**src/rtl/demux_pkg.sv**
```systemverilog
// ---------------------------------------------------------------------------
// demux_pkg
//
// Shared constants for the demux_top routing block.
//   DEFAULT_WIDTH : default data width of the multi-bit routing paths
//   SEL0..SEL3    : destination indices carried on the 2-bit select bus
// ---------------------------------------------------------------------------
package demux_pkg;

    localparam int unsigned DEFAULT_WIDTH = 4;

    localparam logic [1:0] SEL0 = 2'd0;
    localparam logic [1:0] SEL1 = 2'd1;
    localparam logic [1:0] SEL2 = 2'd2;
    localparam logic [1:0] SEL3 = 2'd3;

    localparam int unsigned NUM_DEST = 4;

endpackage : demux_pkg

```
**src/rtl/demux_top_demux4_reg.sv**
```systemverilog
// ---------------------------------------------------------------------------
// demux4_reg
//
// Parameterized 1-to-4 registered demultiplexer.
//   clk       : rising-edge clock
//   rst_n     : asynchronous active-low reset, clears all outputs
//   select    : destination index 0..3
//   enable    : 1 = route din to dout[select], 0 = all outputs zero
//   din       : data to route
//   dout0..3  : registered outputs, one cycle latency
//
// Only the selected output carries data; the other three are driven to zero
// every cycle, so at most one output is nonzero at any time.
// ---------------------------------------------------------------------------
module demux4_reg
    import demux_pkg::*;
#(
    parameter int unsigned WIDTH = DEFAULT_WIDTH
) (
    input  logic             clk,
    input  logic             rst_n,
    input  logic [1:0]       select,
    input  logic             enable,
    input  logic [WIDTH-1:0] din,
    output logic [WIDTH-1:0] dout0,
    output logic [WIDTH-1:0] dout1,
    output logic [WIDTH-1:0] dout2,
    output logic [WIDTH-1:0] dout3
);

    logic [WIDTH-1:0] dout_d [NUM_DEST];
    logic [WIDTH-1:0] dout_q [NUM_DEST];

    // Each destination is gated by its own decode term, so a change on
    // select/enable/din all land together at the next edge.
    always_comb begin
        for (int i = 0; i < NUM_DEST; i++) begin
            dout_d[i] = '0;
            if (enable && (select == 2'(i))) begin
                dout_d[i] = din;
            end
        end
    end

    always_ff @(posedge clk or negedge rst_n) begin
        if (!rst_n) begin
            for (int i = 0; i < NUM_DEST; i++) begin
                dout_q[i] <= '0;
            end
        end else begin
            for (int i = 0; i < NUM_DEST; i++) begin
                dout_q[i] <= dout_d[i];
            end
        end
    end

    assign dout0 = dout_q[0];
    assign dout1 = dout_q[1];
    assign dout2 = dout_q[2];
    assign dout3 = dout_q[3];

endmodule : demux4_reg

```
**src/rtl/demux_top.sv**
```systemverilog
// ---------------------------------------------------------------------------
// demux_top
//
// 1-to-4 routing block with three independently built paths of identical
// function, intended for cross-checking one against another.
//   clk              : rising-edge clock
//   rst_n            : asynchronous active-low reset, clears all outputs
//   select           : destination index 0..3 (shared by all paths)
//   enable           : 1 = route, 0 = all outputs zero (shared)
//   in               : WIDTH-bit data for the enable-gated and if/else paths
//   in_1             : 1-bit data for the out_demux path
//   out_enable0..3   : enable-gated demux outputs (demux4_reg instance)
//   out_if_else0..3  : if/else-chain demux outputs (coded locally)
//   out_demux0..3    : 1-bit demux outputs (demux4_reg instance, WIDTH=1)
//
// All outputs are registered with one cycle of latency. There is no state
// other than the output registers.
// ---------------------------------------------------------------------------
module demux_top
    import demux_pkg::*;
#(
    parameter int unsigned WIDTH = DEFAULT_WIDTH
) (
    input  logic             clk,
    input  logic             rst_n,
    input  logic [1:0]       select,
    input  logic             enable,
    input  logic [WIDTH-1:0] in,
    input  logic             in_1,
    output logic [WIDTH-1:0] out_enable0,
    output logic [WIDTH-1:0] out_enable1,
    output logic [WIDTH-1:0] out_enable2,
    output logic [WIDTH-1:0] out_enable3,
    output logic [WIDTH-1:0] out_if_else0,
    output logic [WIDTH-1:0] out_if_else1,
    output logic [WIDTH-1:0] out_if_else2,
    output logic [WIDTH-1:0] out_if_else3,
    output logic             out_demux0,
    output logic             out_demux1,
    output logic             out_demux2,
    output logic             out_demux3
);

    // -----------------------------------------------------------------------
    // Enable-gated multi-bit path
    // -----------------------------------------------------------------------
    demux4_reg #(
        .WIDTH (WIDTH)
    ) u_enable_path (
        .clk    (clk),
        .rst_n  (rst_n),
        .select (select),
        .enable (enable),
        .din    (in),
        .dout0  (out_enable0),
        .dout1  (out_enable1),
        .dout2  (out_enable2),
        .dout3  (out_enable3)
    );

    // -----------------------------------------------------------------------
    // 1-bit path
    // -----------------------------------------------------------------------
    demux4_reg #(
        .WIDTH (1)
    ) u_bit_path (
        .clk    (clk),
        .rst_n  (rst_n),
        .select (select),
        .enable (enable),
        .din    (in_1),
        .dout0  (out_demux0),
        .dout1  (out_demux1),
        .dout2  (out_demux2),
        .dout3  (out_demux3)
    );

    // -----------------------------------------------------------------------
    // If/else multi-bit path
    //
    // Deliberately written as a priority if/else chain on select rather than
    // reusing demux4_reg, so a decode bug in one structure shows up as a
    // disagreement with the other.
    // -----------------------------------------------------------------------
    logic [WIDTH-1:0] if_else0_d, if_else1_d, if_else2_d, if_else3_d;
    logic [WIDTH-1:0] if_else0_q, if_else1_q, if_else2_q, if_else3_q;

    always_comb begin
        if_else0_d = '0;
        if_else1_d = '0;
        if_else2_d = '0;
        if_else3_d = '0;
        if (enable) begin
            if (select == SEL0) begin
                if_else0_d = in;
            end else if (select == SEL1) begin
                if_else1_d = in;
            end else if (select == SEL2) begin
                if_else2_d = in;
            end else begin
                if_else3_d = in;
            end
        end
    end

    always_ff @(posedge clk or negedge rst_n) begin
        if (!rst_n) begin
            if_else0_q <= '0;
            if_else1_q <= '0;
            if_else2_q <= '0;
            if_else3_q <= '0;
        end else begin
            if_else0_q <= if_else0_d;
            if_else1_q <= if_else1_d;
            if_else2_q <= if_else2_d;
            if_else3_q <= if_else3_d;
        end
    end

    assign out_if_else0 = if_else0_q;
    assign out_if_else1 = if_else1_q;
    assign out_if_else2 = if_else2_q;
    assign out_if_else3 = if_else3_q;

endmodule : demux_top

```
**config.mk**
```make
export PLATFORM = sky130hd
export DESIGN_NAME = demux_top
export DESIGN_NICKNAME = d
export VERILOG_FILES = /design/src/rtl/demux_pkg.sv /design/src/rtl/demux_top_demux4_reg.sv /design/src/rtl/demux_top.sv
export SDC_FILE = /design/constraint.sdc
export NUM_CORES = 1
export LEC_CHECK = 0
export BUFFER_PORTS_ARGS = -buffer_cell sky130_fd_sc_hd__buf_2
export CORE_ASPECT_RATIO = 0.8
export CORE_MARGIN = 4
export CORE_UTILIZATION = 48
export DETAILED_ROUTE_END_ITERATION = 12
export GPL_ROUTABILITY_DRIVEN = 0
export GPL_TIMING_DRIVEN = 0
export PLACE_DENSITY = 0.77
export SLEW_MARGIN = 5
export SYNTH_ARGS = -nofsm -noshare
export SYNTH_HDL_FRONTEND = slang
export SYNTH_SLANG_ARGS = --single-unit
export TNS_END_PERCENT = 20
```
**constraint.sdc**
```tcl
create_clock -name clk -period 0.8 [get_ports clk]
set_input_delay 0.12 -clock clk [delete_from_list [all_inputs] [get_ports clk]]
set_output_delay 0.12 -clock clk [all_outputs]
set_load 0.02 [all_outputs]
```
# Word level (Yosys, flattened, before mapping)
# Cells that the tools add are included.
# Widths: inputs -> output; s select.
totals:
  input_bits: 10
  out_inout_bits: 36
  register_bits: 36
  elab_cells: 41
classes:
  mux: 21
  reduce_logical: 5
  eq_ne: 3
ops:
  columns: ["op", "count"]
  rows:
  - ["$mux 4", 17]
  - ["$eq 2x2->1 const B", 2]
  - ["$logic_and 1x1->1", 4]
  - ["$mux 1", 4]
  - ["$eq 2x1->1 const B", 1]
  - ["$logic_not 2->1", 1]

# Logic depth before layout (Yosys ltp)
# Gate-level depths: netlist of the first run.
depth:
  ltp_word: 5
  mapped_depth: 2

# By module
# From an unflattened synthesis of the first run, not the netlist that was laid out.
unflattened:
  cells_unflattened: 78
  area_unflattened_um2: 1343.8
modules_own_cells:
  columns: ["mod", "area_per_inst_um2", "n_inst", "cells_per_inst"]
  rows:
  - ["demux4_reg at u_enable_path", 599.3, 1, 35]
  - ["demux_top", 599.3, 1, 35]
  - ["demux4_reg at u_bit_path", 145.1, 1, 8]

# Worst setup path before layout of the first run
# Ideal clock, no wire load.
synth_path:
  kind: "input-to-reg"
  startpoint: "in select[0]"
  endpoint: "reg u_enable_path.dout_q (netlist bit u_enable_path.dout0[0])"
  setup_slack_ns: 0.202
  t_arrival_ns: 0.476
  path_buffers: 1
  path_stages: 2
  cell_sequence: "buf_2 > and4bb_2"
synth_lines:
  columns: ["element", "line_no", "source"]
  rows:
  - ["start: declaration", "demux_top.sv:26", "input logic [1:0] select,"]
  - ["end signal: indexed assignment", "demux_top_demux4_reg.sv:52", "dout_q[i] <= dout_d[i];"]
  - ["end: declaration", "demux_top_demux4_reg.sv:32", "logic [WIDTH-1:0] dout_q [NUM_DEST];"]

# Final worst setup path of the first run
layout_path:
  startpoint: "reg if_else0_q[1], in the netlist out_if_else0[1]"
  endpoint: "out out_if_else0[1]"
layout_lines:
  columns: ["element", "line_no", "source"]
  rows:
  - ["start: declaration", "demux_top.sv:86", "logic [WIDTH-1:0] if_else0_q, if_else1_q, if_else2_q, if_else3_q;"]
  - ["start signal: assignment", "demux_top.sv:113", "if_else0_q <= if_else0_d;"]
  - ["end: declaration", "demux_top.sv:34", "output logic [WIDTH-1:0] out_if_else0,"]
# No word-level cell between the ends.

==> results of run 1 <==
-- layout by cell type, fill, tap and decap left out --
| cell | Yosys | final |
|---|---|---|
| buf_2 | 5 | 38 |
| clkinv_2 | 0 | 1 |
| dfrtp_1 | 36 | 36 |
| clkbuf_4 | 0 | 5 |
| buf_6 | 0 | 12 |
| bufinv_16 | 0 | 1 |
| and4_1 | 9 | 9 |
| and4b_1 | 18 | 18 |
| and4bb_2 | 9 | 9 |
| clkbuf_1 | 0 | 1 |
| clkbuf_2 | 4 | 4 |
-- final timing paths --
path	slack, ps	end	cells past startpoint	from
hold / removal	-160	u_enable_path.dout2[2]	1	rst_n
max in group asynchronous	480	u_enable_path.dout3[1]	1	rst_n
min in group clk	120	u_enable_path.dout3[0]	2	in[0]
setup / recovery	-180	out_if_else0[1]	1	out_if_else0[1]
-- Yosys cell counts --
cell type / n / area, µm²
and4_1: 9 / 78.83
and4b_1: 18 / 180.2
and4bb_2: 9 / 112.6
buf_2: 5 / 25.02
clkbuf_2: 4 / 20.02
dfrtp_1: 36 / 900.9
-- power by group --
part	internal, mW	switching [mW]
Combinational	0.128	0.205
Sequential	1.86	0.0130
Clock	0.655	0.551
-- logic make-up (layout without fill, tap and decap cells) --
logic type,after synthesis,after routing,share of synthesized area (%)
flip-flops,36,36,68.38
AND/OR/NAND/NOR,36,36,28.21
buffers and inverters,9,62,3.419
-- stage by stage --
step           cell area [µm²]  setup TNS [ps]  instances  total power [mW]
6_report                  1739           -6045        170             3.416
4_1_cts                   1708           -6578        170             3.442
3_5_place_dp              1588          -270.6        162             2.229
3_3_place_gp              1588          -38.19        162             2.219
5_1_grt                   1739           -7566        170             3.574
2_1_floorplan             1318               0         81             2.074
-- area by class of cell --
type                    instances  area [µm²]
flip-flops and latches         36       900.9
repair buffers                 45       300.3
clock inverters                 2       35.03
multi-input cells              36       371.6
fillers                       203       803.3
clock buffers                   6       41.29
plain buffers                   9       45.04
well taps                      36       45.04
-- sequential cells by signal, summed over array words and instances, names as in the netlist, 4 cells and up --
name / count
out_if_else0: 4
out_if_else1: 4
out_if_else2: 4
out_if_else3: 4
u_enable_path.dout0: 4
u_enable_path.dout1: 4
u_enable_path.dout2: 4
u_enable_path.dout3: 4
-- layer usage --
layer / up-vias / routed length, µm / track usage, %
met3: 6 / 233 / 6.571
met5: - / 0 / 0
met2: 36 / 1144 / 21.88
li1: 415 / - / -
met1: 404 / 1086 / 18.96
met4: 0 / 43 / 9.122
-- what timing repair did --
item / in CTS / in global routing
endpoints found under the setup margin: 36 / 36
resized for setup: 14 / 10
pin swaps: 0 / 0
endpoints found under the hold margin: 36 / 36
==> results.py, run 1 <==
metrics = {
    "status": {
        "outcome": "complete, but fails checks",
        "violations": "negative hold slack, negative setup slack",
    },
    "logic_synthesis": {
        "synth_area_per_cell_um2": 16.27,
        "netlist_area_um2": 1318,
        "syn_nets": 91,
        "synth_cell_types": 6,
        "yosysWarnings": 0,
        "ys_ff_latch": 36,
        "yosysSeqAreaShare_pct": 68.38,
        "synthCells": 81,
    },
    "clock_network": {
        "clkSinkCount": 36,
        "ctsHtreeMaxLevel": 2,
        "cts_buffers": 5,
        "cts_setup_buffers": 0,
        "cts_buffer_depth": 2,
        "ctsRootBufferMaster": "clkbuf_4",
        "cts.clk_slew.worst_paths_ps": 110,
        "cts_tree": "done",
    },
    "floorplan": {
        "dieArea_um2": 3652,
        "die_y_um": 54.86,
        "io-pin-count": 46,
        "initial_core_util_pct": 51.82,
        "die_x_um": 66.58,
        "core_area_um2": 2542,
        "rows": 16,
    },
    "worst_setup_path": {
        "setup.worst_path.end_class": "output pin",
        "cp.required_ps": 680,
        "crit_buf_inv": 1,
        "slowest_delay_ps": 390,
        "cp_top_family": "flip-flops",
        "crit_chain": "buf_6",
        "worstPathArrival_ps": 860,
        "worstPathMaxFanout": 1,
        "startpoint_type": "register",
        "slowest_stage": "dfrtp_1",
        "critPathKind": "register to output pin",
    },
    "cells_and_area": {
        "antenna_cells": 0,
        "postLayoutCoreUtil_pct": 68.41,
        "final_layout_size_suffix_gt1_share_pct": 52.24,
        "area_growth_pct": 32.00,
        "final_net_count": 143,
    },
    "detailed_routing": {
        "dr_total_vias": 861,
        "dr.pass1.iters": 4,
        "ant_nets": 0,
        "wl_per_cell_um": 14.75,
        "wl_um": 2508,
        "avgViaCountPerCell": 5.065,
        "drc": 0,
        "drtIter0Drc": 7,
    },
    "hold_path": {
        "hp-class": "input pin to asynchronous set/reset pin",
    },
    "timing": {
        "fin_worst_hold_slack_ps": -162.4,
        "finalHoldViolCount": 36,
        "period_needed_ps": 983.7,
        "maxSlewViolCount": 0,
        "setup-violations-final": 36,
        "layout_setup_ws_ps": -183.7,
        "period_share_pct": 123.0,
        "rsz0062_at_grt": "yes",
        "relSlewSlack_pct": 50.13,
        "max_freq_mhz": 1017,
        "tightest_slew_ps": 748.0,
    },
    "global_routing": {
        "grt_usage_pct": 15.15,
        "grt_pass1_vias": 772,
        "grt.overflow.total": 0,
        "grt_pass1_wl_um": 3726,
        "antenna_found_initial": 0,
        "grt_max_degree": 37,
    },
    "flow_run": {
        "maxCapViolations": 0,
    },
    "placed_design": {
        "io_buffers": 45,
        "post-place-ws_ps": -48.79,
        "detailed_place_hpwl_um": 1778,
    },
    "power": {
        "power.density_nw_per_um2": 1964,
        "power.leakage_nw": 0.9843,
        "ir_worst_vdd_v": 0.001133,
    },
}
(Power assumes the default switching activity.)
==> run 2: changes to the inputs <==
- PLACE_DENSITY: 0.77 -> unset
- PLACE_DENSITY_LB_ADDON: unset -> 0.05
==> run 2 against run 1 <==
  * The flow still finishes with violations (negative hold slack, negative setup slack)
  * First-iteration DRC count grew to 3.9 times the previous value
  * Total power grew 0.61%
  * Die area is the same
  * Global-route usage grew 2.3 points
  * Worst hold slack is essentially flat
  * Final cell count is the same
  * Non-clock buffer count is the same
  * Via count grew 2.3%
  * Critical path type unchanged
  * Largest cell class unchanged
==> results.py, run 2 (synthesis results as in run 1) <==
metrics = {
    "floorplan": {
        "die_x_um": 66.58,
        "dieArea_um2": 3652,
        "rows": 16,
        "core_area_um2": 2542,
        "die_y_um": 54.86,
        "io-pin-count": 46,
        "initial_core_util_pct": 51.82,
    },
    "cells_and_area": {
        "postLayoutCoreUtil_pct": 68.41,
        "multi_input_area_um2": 371.6,
        "seqCellArea_um2": 900.9,
        "final_layout_size_suffix_gt1_share_pct": 52.24,
        "final_net_count": 143,
        "area_growth_pct": 32.00,
        "fillers": 214,
        "fin_cells": 170,
        "antenna_cells": 0,
        "final_common_cell": "buf_2",
        "mostFrequentLayoutCells": "38 x buf_2, 36 x dfrtp_1, 18 x and4b_1",
    },
    "detailed_routing": {
        "wl_per_cell_um": 15.56,
        "ant_nets": 0,
        "dr.pass1.iters": 2,
        "dr_total_vias": 881,
        "avgViaCountPerCell": 5.182,
        "wl_um": 2645,
        "drtIter0Drc": 27,
        "drc": 0,
    },
    "placed_design": {
        "io_buffers": 45,
        "detailed_place_hpwl_um": 1791,
        "place_inst": 162,
    },
    "worst_setup_path": {
        "startpoint_type": "register",
        "crit_buf_inv": 1,
        "cp_top_family": "flip-flops",
        "slowest_delay_ps": 400,
        "critPathKind": "register to output pin",
        "crit_chain": "buf_6",
        "worstPathMaxFanout": 1,
        "slowest_stage": "dfrtp_1",
        "cp.required_ps": 680,
        "worstPathArrival_ps": 870,
        "setup.worst_path.end_class": "output pin",
        "cp_num_cells": 1,
    },
    "flow_run": {
        "maxCapViolations": 0,
    },
    "clock_network": {
        "ctsRootBufferMaster": "clkbuf_4",
        "clkSinkCount": 36,
        "cts_buffers": 5,
        "cts.clk_slew.worst_paths_ps": 100,
        "cts_setup_buffers": 0,
        "cts_buffer_depth": 2,
        "cts_tree": "done",
        "ctsHtreeMaxLevel": 2,
    },
    "timing": {
        "fin_worst_hold_slack_ps": -162.8,
        "maxSlewViolCount": 0,
        "layout_setup_ws_ps": -185.6,
        "finalHoldViolCount": 36,
        "tightest_slew_ps": 743.9,
        "period_share_pct": 123.2,
        "max_freq_mhz": 1015,
        "setup-violations-final": 36,
        "rsz0062_at_grt": "yes",
        "period_needed_ps": 985.6,
        "relSlewSlack_pct": 50.41,
    },
    "status": {
        "violations": "negative hold slack, negative setup slack",
        "outcome": "complete, but fails checks",
    },
    "power": {
        "ir_worst_vdd_v": 0.001534,
        "power.leakage_nw": 0.9843,
        "seqPwrFrac_pct": 54.6,
        "comb_power_share_pct": 9.8,
        "internal_power_mw": 2.646,
        "power.density_nw_per_um2": 1976,
        "power.share.clock_pct": 35.6,
        "power_switching_uw": 790.5,
        "switching_share_pct": 23.00,
    },
    "global_routing": {
        "grt_usage_pct": 17.49,
        "antenna_found_initial": 0,
        "grt_pass1_vias": 857,
        "grt_pass1_wl_um": 4416,
        "grt.overflow.total": 0,
        "grt_max_degree": 37,
    },
    "hold_path": {
        "hp-class": "input pin to asynchronous set/reset pin",
    },
}
[run 2: cell counts in the layout (fill, tap and decap cells not counted)]
No cell type changed its count.
[run 2: timing repair]
item	CTS	global route
hold endpoints to repair	36	36
resized for setup	14	10
setup endpoints to repair	36	36
[run 2: power by group through the flow]
stage / Clock, mW / Sequential (mW) / Combinational, mW
floorplan: 0 / 1.97 / 0.0994
global placement: 0 / 1.91 / 0.316
detailed placement: 0 / 1.91 / 0.324
CTS: 1.25 / 1.88 / 0.335
global route: 1.34 / 1.88 / 0.373
finish: 1.22 / 1.88 / 0.337
[run 2: worst paths after layout]
path / from / endpoint / slack (ps)
min in group clk: in[0] / out_if_else3[0] / 120
worst min-delay path: rst_n / out_if_else3[2] / -160
worst max-delay path: u_enable_path.dout1[3] / out_enable1[3] / -190
max in group asynchronous: rst_n / out_if_else2[3] / 490
[run 2: final cells by class]
type | count | share of cell area [%]
flip-flops and latches | 36 | 51.80
well taps | 36 | 2.590
clock inverters | 2 | 2.014
clock buffers | 6 | 2.374
plain buffers | 9 | 2.590
repair buffers | 45 | 17.27
multi-input cells | 36 | 21.37
[run 2: per-layer routing]
metal	vias to the layer above	wire (µm)	global-route usage, %
li1	417	-	-
met1	423	1164	22.21
met2	35	1243	27.14
met3	6	199	7.392
met4	0	38	6.081
met5	-	0	0
[run 2: through the flow]
step | worst slack, ps | hold WS [ps] | setup TNS, ps | instance area (µm²) | total power [mW]
6_report | -185.6 | -162.8 | -6222 | 1739 | 3.437
5_1_grt | -232.5 | -104.9 | -7735 | 1739 | 3.595
4_1_cts | -203.2 | -138.8 | -6879 | 1708 | 3.466
3_5_place_dp | -62.92 | 235.6 | -343.3 | 1588 | 2.234
3_3_place_gp | -40.76 | 216.2 | -133.6 | 1588 | 2.224
2_1_floorplan | 202.3 | -175.6 | 0 | 1318 | 2.074
